File: src/rtl/counter_history.sv
// Purpose : up/down counter with parallel load, terminal-count pulse plus saturating
//           event tally, and a DEPTH-entry circular history of pre-update counts.
// Latency : count/tc outputs update on the edge that samples en/load; history read
//           data appears one cycle after rd_en (rd_valid). No backpressure: every
//           rd_en gets exactly one response, back-to-back reads are accepted.
//
// Ports:
//   clk, rst_n          single rising-edge clock, synchronous active-low reset
//   en, dir             step the counter (dir 0 = up, 1 = down)
//   load, load_val      parallel load, wins over en, never writes history
//   count               registered counter value
//   tc_pulse, tc_count  one-cycle pulse when count first shows TERMINAL, saturating tally
//   rd_en, rd_age       history read request, age 0 = newest entry
//   rd_data, rd_valid,  read response; rd_hit = 0 means the age is beyond the
//   rd_hit              fill level and rd_data is forced to zero
//   fill                number of valid history entries, saturates at DEPTH
module counter_history #(
    parameter int WIDTH    = 8,
    parameter int DEPTH    = 16,
    parameter int TERMINAL = 255,
    parameter int TCW      = 16
) (
    input  logic                       clk,
    input  logic                       rst_n,
    input  logic                       en,
    input  logic                       dir,
    input  logic                       load,
    input  logic [WIDTH-1:0]           load_val,
    output logic [WIDTH-1:0]           count,
    output logic                       tc_pulse,
    output logic [TCW-1:0]             tc_count,
    input  logic                       rd_en,
    input  logic [$clog2(DEPTH)-1:0]   rd_age,
    output logic [WIDTH-1:0]           rd_data,
    output logic                       rd_valid,
    output logic                       rd_hit,
    output logic [$clog2(DEPTH):0]     fill
);

    localparam int AW = $clog2(DEPTH);
    localparam logic [WIDTH-1:0] TERM_VAL = WIDTH'(TERMINAL);
    localparam logic [AW:0]      FILL_MAX = (AW+1)'(DEPTH);

    // History storage; deliberately not reset, fill gating hides stale entries.
    logic [WIDTH-1:0] mem [DEPTH];
    logic [AW-1:0]    wptr;

    logic [WIDTH-1:0] count_next;
    logic             step;
    logic             tc_next;
    logic [AW-1:0]    rd_addr;
    logic             rd_hit_c;

    always_comb begin
        count_next = count;
        if (load) begin
            count_next = load_val;
        end else if (en) begin
            count_next = dir ? (count - WIDTH'(1)) : (count + WIDTH'(1));
        end
    end

    assign step    = en & ~load;
    // Pulse only on the transition into TERMINAL, so reloading TERMINAL is silent.
    assign tc_next = (count_next == TERM_VAL) && (count_next != count);

    // Address and hit use the pre-write pointer/fill, so a read that coincides
    // with a write sees history as it stood before this cycle's entry.
    assign rd_addr  = wptr - AW'(1) - rd_age;
    assign rd_hit_c = ({1'b0, rd_age} < fill);

    always_ff @(posedge clk) begin
        if (!rst_n) begin
            count    <= '0;
            tc_pulse <= 1'b0;
            tc_count <= '0;
            wptr     <= '0;
            fill     <= '0;
            rd_valid <= 1'b0;
            rd_hit   <= 1'b0;
            rd_data  <= '0;
        end else begin
            count    <= count_next;
            tc_pulse <= tc_next;
            if (tc_next && (tc_count != {TCW{1'b1}})) begin
                tc_count <= tc_count + TCW'(1);
            end
            if (step) begin
                wptr <= wptr + AW'(1);
                if (fill != FILL_MAX) begin
                    fill <= fill + (AW+1)'(1);
                end
            end
            rd_valid <= rd_en;
            // Without a request the last response is held.
            if (rd_en) begin
                rd_hit  <= rd_hit_c;
                rd_data <= rd_hit_c ? mem[rd_addr] : '0;
            end
        end
    end

    always_ff @(posedge clk) begin
        if (rst_n && step) begin
            mem[wptr] <= count;
        end
    end

endmodule

File: config.mk
export PLATFORM = sky130hd
export DESIGN_NAME = counter_history
export DESIGN_NICKNAME = d
export VERILOG_FILES = /design/src/rtl/counter_history.sv
export SDC_FILE = /design/constraint.sdc
export NUM_CORES = 1
export LEC_CHECK = 0
export CORE_MARGIN = 5
export CORE_UTILIZATION = 58
export DETAILED_ROUTE_END_ITERATION = 8
export PLACE_DENSITY = 0.89
export RECOVER_POWER = 100
export SYNTH_ARGS = -nofsm -noshare
export SYNTH_HDL_FRONTEND = slang
export SYNTH_SLANG_ARGS = --single-unit
File: constraint.sdc
create_clock -name clk -period 4.5 [get_ports clk]
set_clock_uncertainty 0.2 [all_clocks]
set_input_delay 0.9 -clock clk [delete_from_list [all_inputs] [get_ports clk]]
set_output_delay 0.9 -clock clk [all_outputs]
set_load 0.05 [all_outputs]
==> impl_metrics.tcl, run 1 <==
set metrics [dict create \
    run_status "finished, final reports clean" \
    post_cts_buffers 0 \
    numCtsBuffers 17 \
    synth_nets 565 \
    avgSynthCellArea_um2 14.39 \
    num_io_pins 58 \
    cp_max_fo 10 \
    finalHoldViolCount 0 \
    antenna_found_initial 0 \
    cp-start-kind "input port" \
    dr_total_vias 4768 \
    clock_latency_ps 430 \
    pre_cts_slack_ps 76.50 \
    ctsRootBufferMaster "clkbuf_16" \
    syn_to_final_growth_pct 18.25 \
    ys_types 63 \
    slowest_delay_ps 780 \
    setup_viol 0 \
    grt_util_all_layers 0.2270 \
    hold_path.class "flop to flop" \
    yosysTopAreaCell "edfxtp_1" \
    cts_resized 0 \
    drive_gt1_frac 0.1452 \
    grt-ovfl-total 0 \
    cts_tree "built" \
    setup.worst_path.end_class "flop" \
    rows 41 \
    final_nets 639 \
    slew_viol_final 0 \
    grt_pass1_vias 4799 \
    clk_pin_slew_ps 60 \
    power.density_mw_per_mm2 405.3 \
    post_drt_wl_per_cell_um 21.80 \
    die_area_mm2 0.01543 \
    cts_sinks 172 \
    core_mm2 0.01272 \
    crit_family "buffers and inverters" \
    slowest_stage "dlygate4sd3_1" \
    holdWs_ps 290.7 \
    synthCells 526 \
    netlist_top_cells_area "edfxtp_1 (51%), dfxtp_1 (12%), mux4_2 (9.5%)" \
    cts_buffer_depth 2 \
    drc 0 \
    crit_top_cell "a21oi_1" \
    worst_slack_ps 343.9 \
    path_cells "dlygate4sd3_1 -> ha_1 -> a21oi_1 -> o211ai_1 -> o2111ai_1 -> mux2_4 -> nor4b_4 -> buf_4 -> nand4_4 -> or3_1 -> a21oi_1" \
    synth_edf_count 128 \
    worstMarginPinSlew_ps 1317 \
    drt_iter0_drc 521 \
    arrival_ps 4290 \
    peakVddDrop_v 0.0002995 \
    via_per_inst 6.074 \
    netlist.area_leader.share 0.5079 \
    chipWidth_um 124.2 \
    cts_max_level 4 \
    place_congestion 0.8576 \
    ys_warn_count 0 \
    antenna_cells 0 \
    crit_type "input port to flop" \
    relSlewSlack 0.1220 \
    synthArstFlopShare 0 \
    place_hpwl_um 11120 \
    netlist_area_mm2 0.007569 \
    ys_ff_latch 172 \
    fmax_mhz 240.6 \
    die_h_um 124.2 \
    tns_ps 0 \
    mostFrequentLayoutCell "edfxtp_1" \
    first_pass_iters 6 \
    wl_um 17110 \
    drv_cap 0 \
    final_core_util 0.7035 \
    grt_pass1_wl_um 26990 \
    fin_crit_ps 4156 \
    leakage_nw 3.175 \
    grt_max_degree 33 \
    io_buffers 57 \
    final_cell_mix "edfxtp_1 (128), nor2_1 (50), dfxtp_1 (44)" \
    ys_seq_area_frac 0.6242 \
    crit_buf_inv 2 \
    synth_flop_cell "edfxtp_1" \
    cts_hold_buf 0 \
    worst_ep_required_time_ps 4640 \
    rsz0062_at_grt "no" \
    ant_nets 0 \
    start_util 0.5949 \
    fin_crit_sh 0.9236 \
    total_power_mw 3.627 \
]
==> worst paths after layout <==
path,startpoint,to,slack (ps),depth (start not counted)
max,dir,tc_count[8],340,11
min,rd_hit,rd_hit,290,2
max reg2reg,count[6],tc_count[8],530,11
min reg2reg,rd_hit,rd_hit,290,2
==> where the power goes <==
| part | internal (mW) | switching [mW] | total [mW] |
|---|---|---|---|
| clock network | 0.820 | 0.605 | 1.42 |
| logic | 0.191 | 0.258 | 0.449 |
| registers | 1.73 | 0.0229 | 1.75 |
| total | 2.74 | 0.886 | 3.63 |
==> layer usage <==
layer | wire [um] | global-route usage | vias up
met4 | 568 | 0.09091 | 0
li1 | - | - | 2141
met3 | 1077 | 0.05274 | 44
met5 | 0 | 0 | -
met1 | 6270 | 0.2678 | 2351
met2 | 9195 | 0.4011 | 232
==> final cells by class <==
| class | count | area, um^2 |
|---|---|---|
| clock buffer | 19 | 432.9 |
| clock inverter | 13 | 141.4 |
| fill | 832 | 3772 |
| inverter | 26 | 97.59 |
| multi-input combinational | 309 | 2649 |
| sequential | 172 | 4725 |
| tap | 172 | 215.2 |
| timing repair buffer | 74 | 689.4 |
==> per-stage QoR <==
| stage | std cells | cell area [um^2] |
|---|---|---|
| after floorplan | 526 | 7569 |
| after global placement | 753 | 8416 |
| after detailed placement | 753 | 8416 |
| after CTS | 785 | 8990 |
| after global routing | 785 | 8950 |
| final | 785 | 8950 |
==> cells by family after synthesis <==
kind of cell               after synthesis  synth area share
muxes                                   55            0.1278
DFF                                    172            0.6242
xor gates and xnor gates                26           0.03009
buffers and inverters                   45           0.02629
and+or+nand+nor                        132           0.09026
adders and majority gates               21           0.03670
AOI/OAI and AO/OA                       75           0.06464
==> state kept, by name, indices dropped and copies added (netlist names) <==
register,count
mem,128
tc_count,16
rd_valid,1
wptr,4
count,8
rd_hit,1
fill,5
rd_data,8
tc_pulse,1
==> synth_stat cells (2+ instances only) <==
library cell and n:
edfxtp_1 128, nor2_1 50, dfxtp_1 44, mux4_2 32, a21oi_1 28, inv_1 26
nand2_1 22, ha_1 19, xnor2_1 15, mux2i_1 13, and2_1 12, nand3_1 11
nand4_1 11, xor2_1 11, clkbuf_1 10, o21ai_0 10, mux2_2 9, o22ai_1 8
nand2b_1 5, or3_1 5, a211oi_1 3, a21o_1 3, buf_1 3, a211o_1 2
a21boi_0 2, buf_2 2, buf_6 2, fa_1 2, nand3b_1 2, o2111ai_1 2
o31ai_1 2
==> worst min-delay path, stage by stage, from the launching register on <==
cell	delay (ps)
dfxtp_1	320
nand2b_1	70
a21oi_1	60
(Power assumes the default switching activity.)
==> run 2, diff against run 1 <==
RECOVER_POWER = unset   (was 100)
SKIP_CTS_REPAIR_TIMING = 1   (was unset)
==> run 2 against run 1 <==
Combinational power increased by 2%. Routed wire length down 0.64%. Critical path type unchanged. Clock power about the same. Total power rose by 0.31%. Sequential share of layout area is 0.24 points lower. Cell count stayed put. Sequential cell count unchanged. Fmax increased by 2.1%. Global-route usage did not move. Setup slack improved by 87 ps. Die area stayed put.
==> impl_metrics.tcl, run 2 (synthesized netlist as in run 1, its figures left out) <==
set metrics [dict create \
    pre_cts_slack_ps 76.50 \
    worstHoldPathCells 2 \
    tns_ps 0 \
    via_per_inst 6.134 \
    cp_max_fo 10 \
    die_area_mm2 0.01543 \
    wl_um 17000 \
    top_layer_used "met4" \
    largest-register "mem" \
    ant_nets 0 \
    drv_cap 0 \
    worstMarginPinSlew_ps 1201 \
    clock_latency_ps 430 \
    slew_viol_final 0 \
    worst_ep_required_time_ps 4660 \
    dr_total_vias 4815 \
    numCtsBuffers 17 \
    peakVddDrop_v 0.0003003 \
    instances_no_fill 785 \
    cts_sinks 172 \
    rrSetupSlack_ps 1080 \
    rsz0062_at_grt "no" \
    grt_pass1_wl_um 26990 \
    core_mm2 0.01272 \
    final_core_util 0.7066 \
    total_power_mw 3.638 \
    crit_family "compound AO/OA/AOI/OAI gates" \
    largest_reg_flops 128 \
    timing.rr.start "count[0]" \
    first_pass_iters 5 \
    place_hpwl_um 11120 \
    grt-ovfl-total 0 \
    cts_buffer_depth 2 \
    run_status "finished, final reports clean" \
    antenna_found_initial 0 \
    r2r-end "tc_count[8]" \
    worst_slack_ps 431.1 \
    die_h_um 124.2 \
    crit_top_cell "a21oi_1" \
    final_nets 639 \
    drive_gt1_frac 0.1631 \
    rows 41 \
    min_to "rd_hit" \
    grt_max_degree 33 \
    ctsRootBufferMaster "clkbuf_16" \
    min-delay-start "rd_hit" \
    num_io_pins 58 \
    post_drt_wl_per_cell_um 21.66 \
    slowest_stage "clkdlybuf4s50_1" \
    clk_pin_slew_ps 60 \
    antenna_cells 0 \
    drt_iter0_drc 507 \
    path_cells "clkdlybuf4s50_1 -> ha_1 -> a21oi_1 -> o211ai_1 -> o2111ai_1 -> mux2_4 -> nor4b_4 -> buf_4 -> nand4_4 -> or3_1 -> a21oi_1" \
    final_cell_mix "edfxtp_1 (128), clkdlybuf4s50_1 (57), nor2_1 (50)" \
    syn_to_final_growth_pct 18.78 \
    power.density_mw_per_mm2 404.7 \
    dp_cells 753 \
    reg.largest.list "mem x128, tc_count x16" \
    arrival_ps 4220 \
    cts_tree "built" \
    grt_pass1_vias 4799 \
    drc 0 \
    fin_crit_sh 0.9042 \
    finalHoldViolCount 0 \
    mostFrequentLayoutCell "edfxtp_1" \
    setup_viol 0 \
    dpl-instance-area_mm2 0.008416 \
    leakage_nw 3.086 \
    relSlewSlack 0.1937 \
    grt_util_all_layers 0.2270 \
    place_congestion 0.8576 \
    hold_path.class "flop to flop" \
    r2r_cells 10 \
    crit_type "input port to flop" \
    fmax_mhz 245.8 \
    wl_met2_um 9202 \
    cts_max_level 4 \
    io_buffers 57 \
    cp-start-kind "input port" \
    setup.worst_path.end_class "flop" \
    chipWidth_um 124.2 \
    slowest_delay_ps 610 \
    fin_area_mm2 0.008990 \
    holdWs_ps 292.3 \
    route.met3.wl_um 1042 \
    crit_buf_inv 2 \
    start_util 0.5949 \
    fin_crit_ps 4069 \
    wl_met1_um 6198 \
]
[run 2: cell count changes in the layout (fill, tap and decap cells not counted)]
cell / change
ha_2: +1
a21oi_1: -1
a21oi_2: +1
ha_1: -1
clkbuf_1: -9
buf_4: +9
and2_0: -4
and2_1: +4
clkdlybuf4s50_1: +43
dlygate4sd3_1: -43
[run 2: tightest hold or removal path: cells and delay by family, from the launching register on]
kind	cells	cell delay (ps)
flip-flops	1	320
AND/OR/NAND/NOR	1	70
AO/OA/AOI/OAI	1	60
[run 2: cell type report]
cell class	count	area (um^2)
sequential	172	4725
clock inverter	13	141.4
clock buffer	19	432.9
inverter	26	97.59
multi-input combinational	309	2655
tap	172	215.2
fill	818	3732
timing repair buffer	74	723.2
[run 2: how the worst max path moves through the flow]
stage,start,endpoint,depth (start not counted)
floorplan,rd_age[0],rd_data[5],9
global placement,dir,tc_count[8],11
detailed placement,dir,tc_count[8],11
CTS,dir,tc_count[8],11
global route,dir,tc_count[8],11
finish,dir,tc_count[8],11
[run 2: report_power, final]
group | switching (mW) | leakage [nW] | internal [mW]
Clock | 0.605 | 0.276 | 0.820
Combinational | 0.258 | 1.28 | 0.202
Sequential | 0.0232 | 1.53 | 1.73
[run 2: routing by layer]
layer / global-route usage / vias to the layer above
li1: - / 2149
met5: 0 / -
met3: 0.05274 / 41
met2: 0.4011 / 229
met1: 0.2678 / 2396
met4: 0.09091 / 0
==> run 3, diff against run 2 <==
CORE_UTILIZATION = 60   (was 58)
DONT_BUFFER_PORTS = 1   (was unset)
PLACE_DENSITY = 0.86   (was 0.89)
==> run 3 against run 2 <==
Routed wire length decreased by 7.1%. Non-clock buffer count decreased by 59. Die area down 3.1%. Utilization is 3.7 points lower. Critical path depth did not move. Sequential power barely moved. Total power down 2.0%. Global-route usage fell by 0.55 points. First-iteration DRC count fell by 12%. Hold slack improved by 96 ps.
==> impl_metrics.tcl, run 3 (synthesized netlist as in run 1, its figures left out) <==
set metrics [dict create \
    largest-register "mem" \
    setup_viol 0 \
    r2r_cells 11 \
    place_hpwl_um 10650 \
    place_congestion 0.9004 \
    critPathLaunch "count[5]" \
    first_pass_iters 5 \
    chipWidth_um 122.3 \
    leakage_nw 2.862 \
    slew_viol_final 0 \
    core_mm2 0.01252 \
    fin_crit_sh 0.7719 \
    ctsRootBufferMaster "clkbuf_16" \
    drv_cap 0 \
    cp-start-kind "flop" \
    via_per_inst 6.136 \
    netSwitchingFraction 0.2393 \
    rrSetupSlack_ps 1030 \
    largest_reg_flops 128 \
    drc 0 \
    fin_crit_ps 3474 \
    clk_pin_slew_ps 70 \
    rows 41 \
    final_cell_mix "edfxtp_1 (128), nor2_1 (50), dfxtp_1 (44)" \
    antenna_found_initial 0 \
    clock_latency_ps 420 \
    post_drt_wl_per_cell_um 21.77 \
    final_core_util 0.6694 \
    numCtsBuffers 17 \
    antenna_cells 0 \
    grt-ovfl-total 0 \
    power_switching_mw 0.8529 \
    power.density_mw_per_mm2 425.4 \
    run_status "finished, final reports clean" \
    fmax_mhz 287.9 \
    num_io_pins 58 \
    grt_pass1_vias 4514 \
    finalHoldViolCount 0 \
    clkPwrFrac 0.397 \
    syn_to_final_growth_pct 10.71 \
    start_util 0.6047 \
    cp_max_fo 20 \
    tns_ps 0 \
    cts_max_level 4 \
    drt_iter0_drc 444 \
    r2r-end "tc_count[15]" \
    cts_sinks 172 \
    grt_max_degree 33 \
    fin_area_mm2 0.008379 \
    combPwrFrac 0.107 \
    rsz0062_at_grt "no" \
    timing.rr.start "count[5]" \
    grt_pass1_wl_um 24530 \
    io_buffers 0 \
    critPathCapture "tc_count[15]" \
    hold_path.class "flop to flop" \
    ant_nets 0 \
    cts_buffer_depth 2 \
    grt_util_all_layers 0.2215 \
    setup.worst_path.end_class "flop" \
    die_area_mm2 0.01496 \
    dpl-instance-area_mm2 0.007805 \
    peakVddDrop_v 0.0002438 \
    wl_um 15800 \
    arrival_ps 3620 \
    worstMarginPinSlew_ps 1168 \
    p_int_mw 2.712 \
    relSlewSlack 0.2199 \
    reg.largest.list "mem x128, tc_count x16" \
    worst_ep_required_time_ps 4640 \
    final_nets 580 \
    cts_tree "built" \
    power_frac_seq 0.496 \
    crit_type "flop to flop" \
    die_h_um 122.3 \
    dr_total_vias 4455 \
    mostFrequentLayoutCell "edfxtp_1" \
    drive_gt1_frac 0.1769 \
]
==> run 3: stage by stage <==
stage               instances  hold slack, ps  power, mW  worst slack (ps)
global placement          694           360.8      2.171             791.1
global route              726           389.4      3.676             878.4
CTS                       726           382.1      3.578              1063
floorplan                 526           328.8      2.086              1041
detailed placement        694           376.5      2.184             705.1
finish                    726           388.0      3.565              1026
==> run 3: how the worst min path moves through the flow <==
stage | from | slack [ps] | to | cells after the start
after floorplan | wptr[1] | 330 | wptr[1] | 2
after global placement | wptr[1] | 360 | wptr[1] | 2
after detailed placement | wptr[1] | 380 | wptr[1] | 2
after CTS | rd_en | 380 | rd_valid | 1
after global routing | rd_en | 390 | rd_valid | 1
final | wptr[1] | 390 | wptr[1] | 2
==> run 3: area by class of cell <==
cell class / instances / area [um^2]
Sequential cell: 172 / 4725
Fill cell: 881 / 4138
Multi-Input combinational cell: 309 / 2655
Clock buffer: 18 / 429.2
Tap cell: 172 / 215.2
Clock inverter: 14 / 145.1
Timing Repair Buffer: 15 / 112.6
Inverter: 26 / 97.59
==> run 3: worst max-delay path, cell delays in order, from the launching register on <==
cell and delay, ps:
dfxtp_1 290, buf_4 240, ha_1 460, nand4_1 150, a211o_1 290, o2111ai_1 150
mux2_4 350, nor4b_4 250, buf_4 220, nand4_2 200, or4_1 450, a21oi_1 150
==> run 3: per-layer routing <==
layer  vias up  wire length, um  GRT usage
met4         0              522     0.1001
met3        34              951    0.05945
met1      2231             5968     0.2618
met2       169             8361     0.3803
li1       2021                -          -
met5         -                0          0
==> run 3: power groups by stage <==
stage | Clock [mW] | Sequential, mW | Combinational, mW
after floorplan | 0 | 1.83 | 0.255
after global placement | 0 | 1.80 | 0.369
after detailed placement | 0 | 1.80 | 0.381
after CTS | 1.42 | 1.77 | 0.385
after global routing | 1.49 | 1.77 | 0.411
final | 1.41 | 1.77 | 0.382
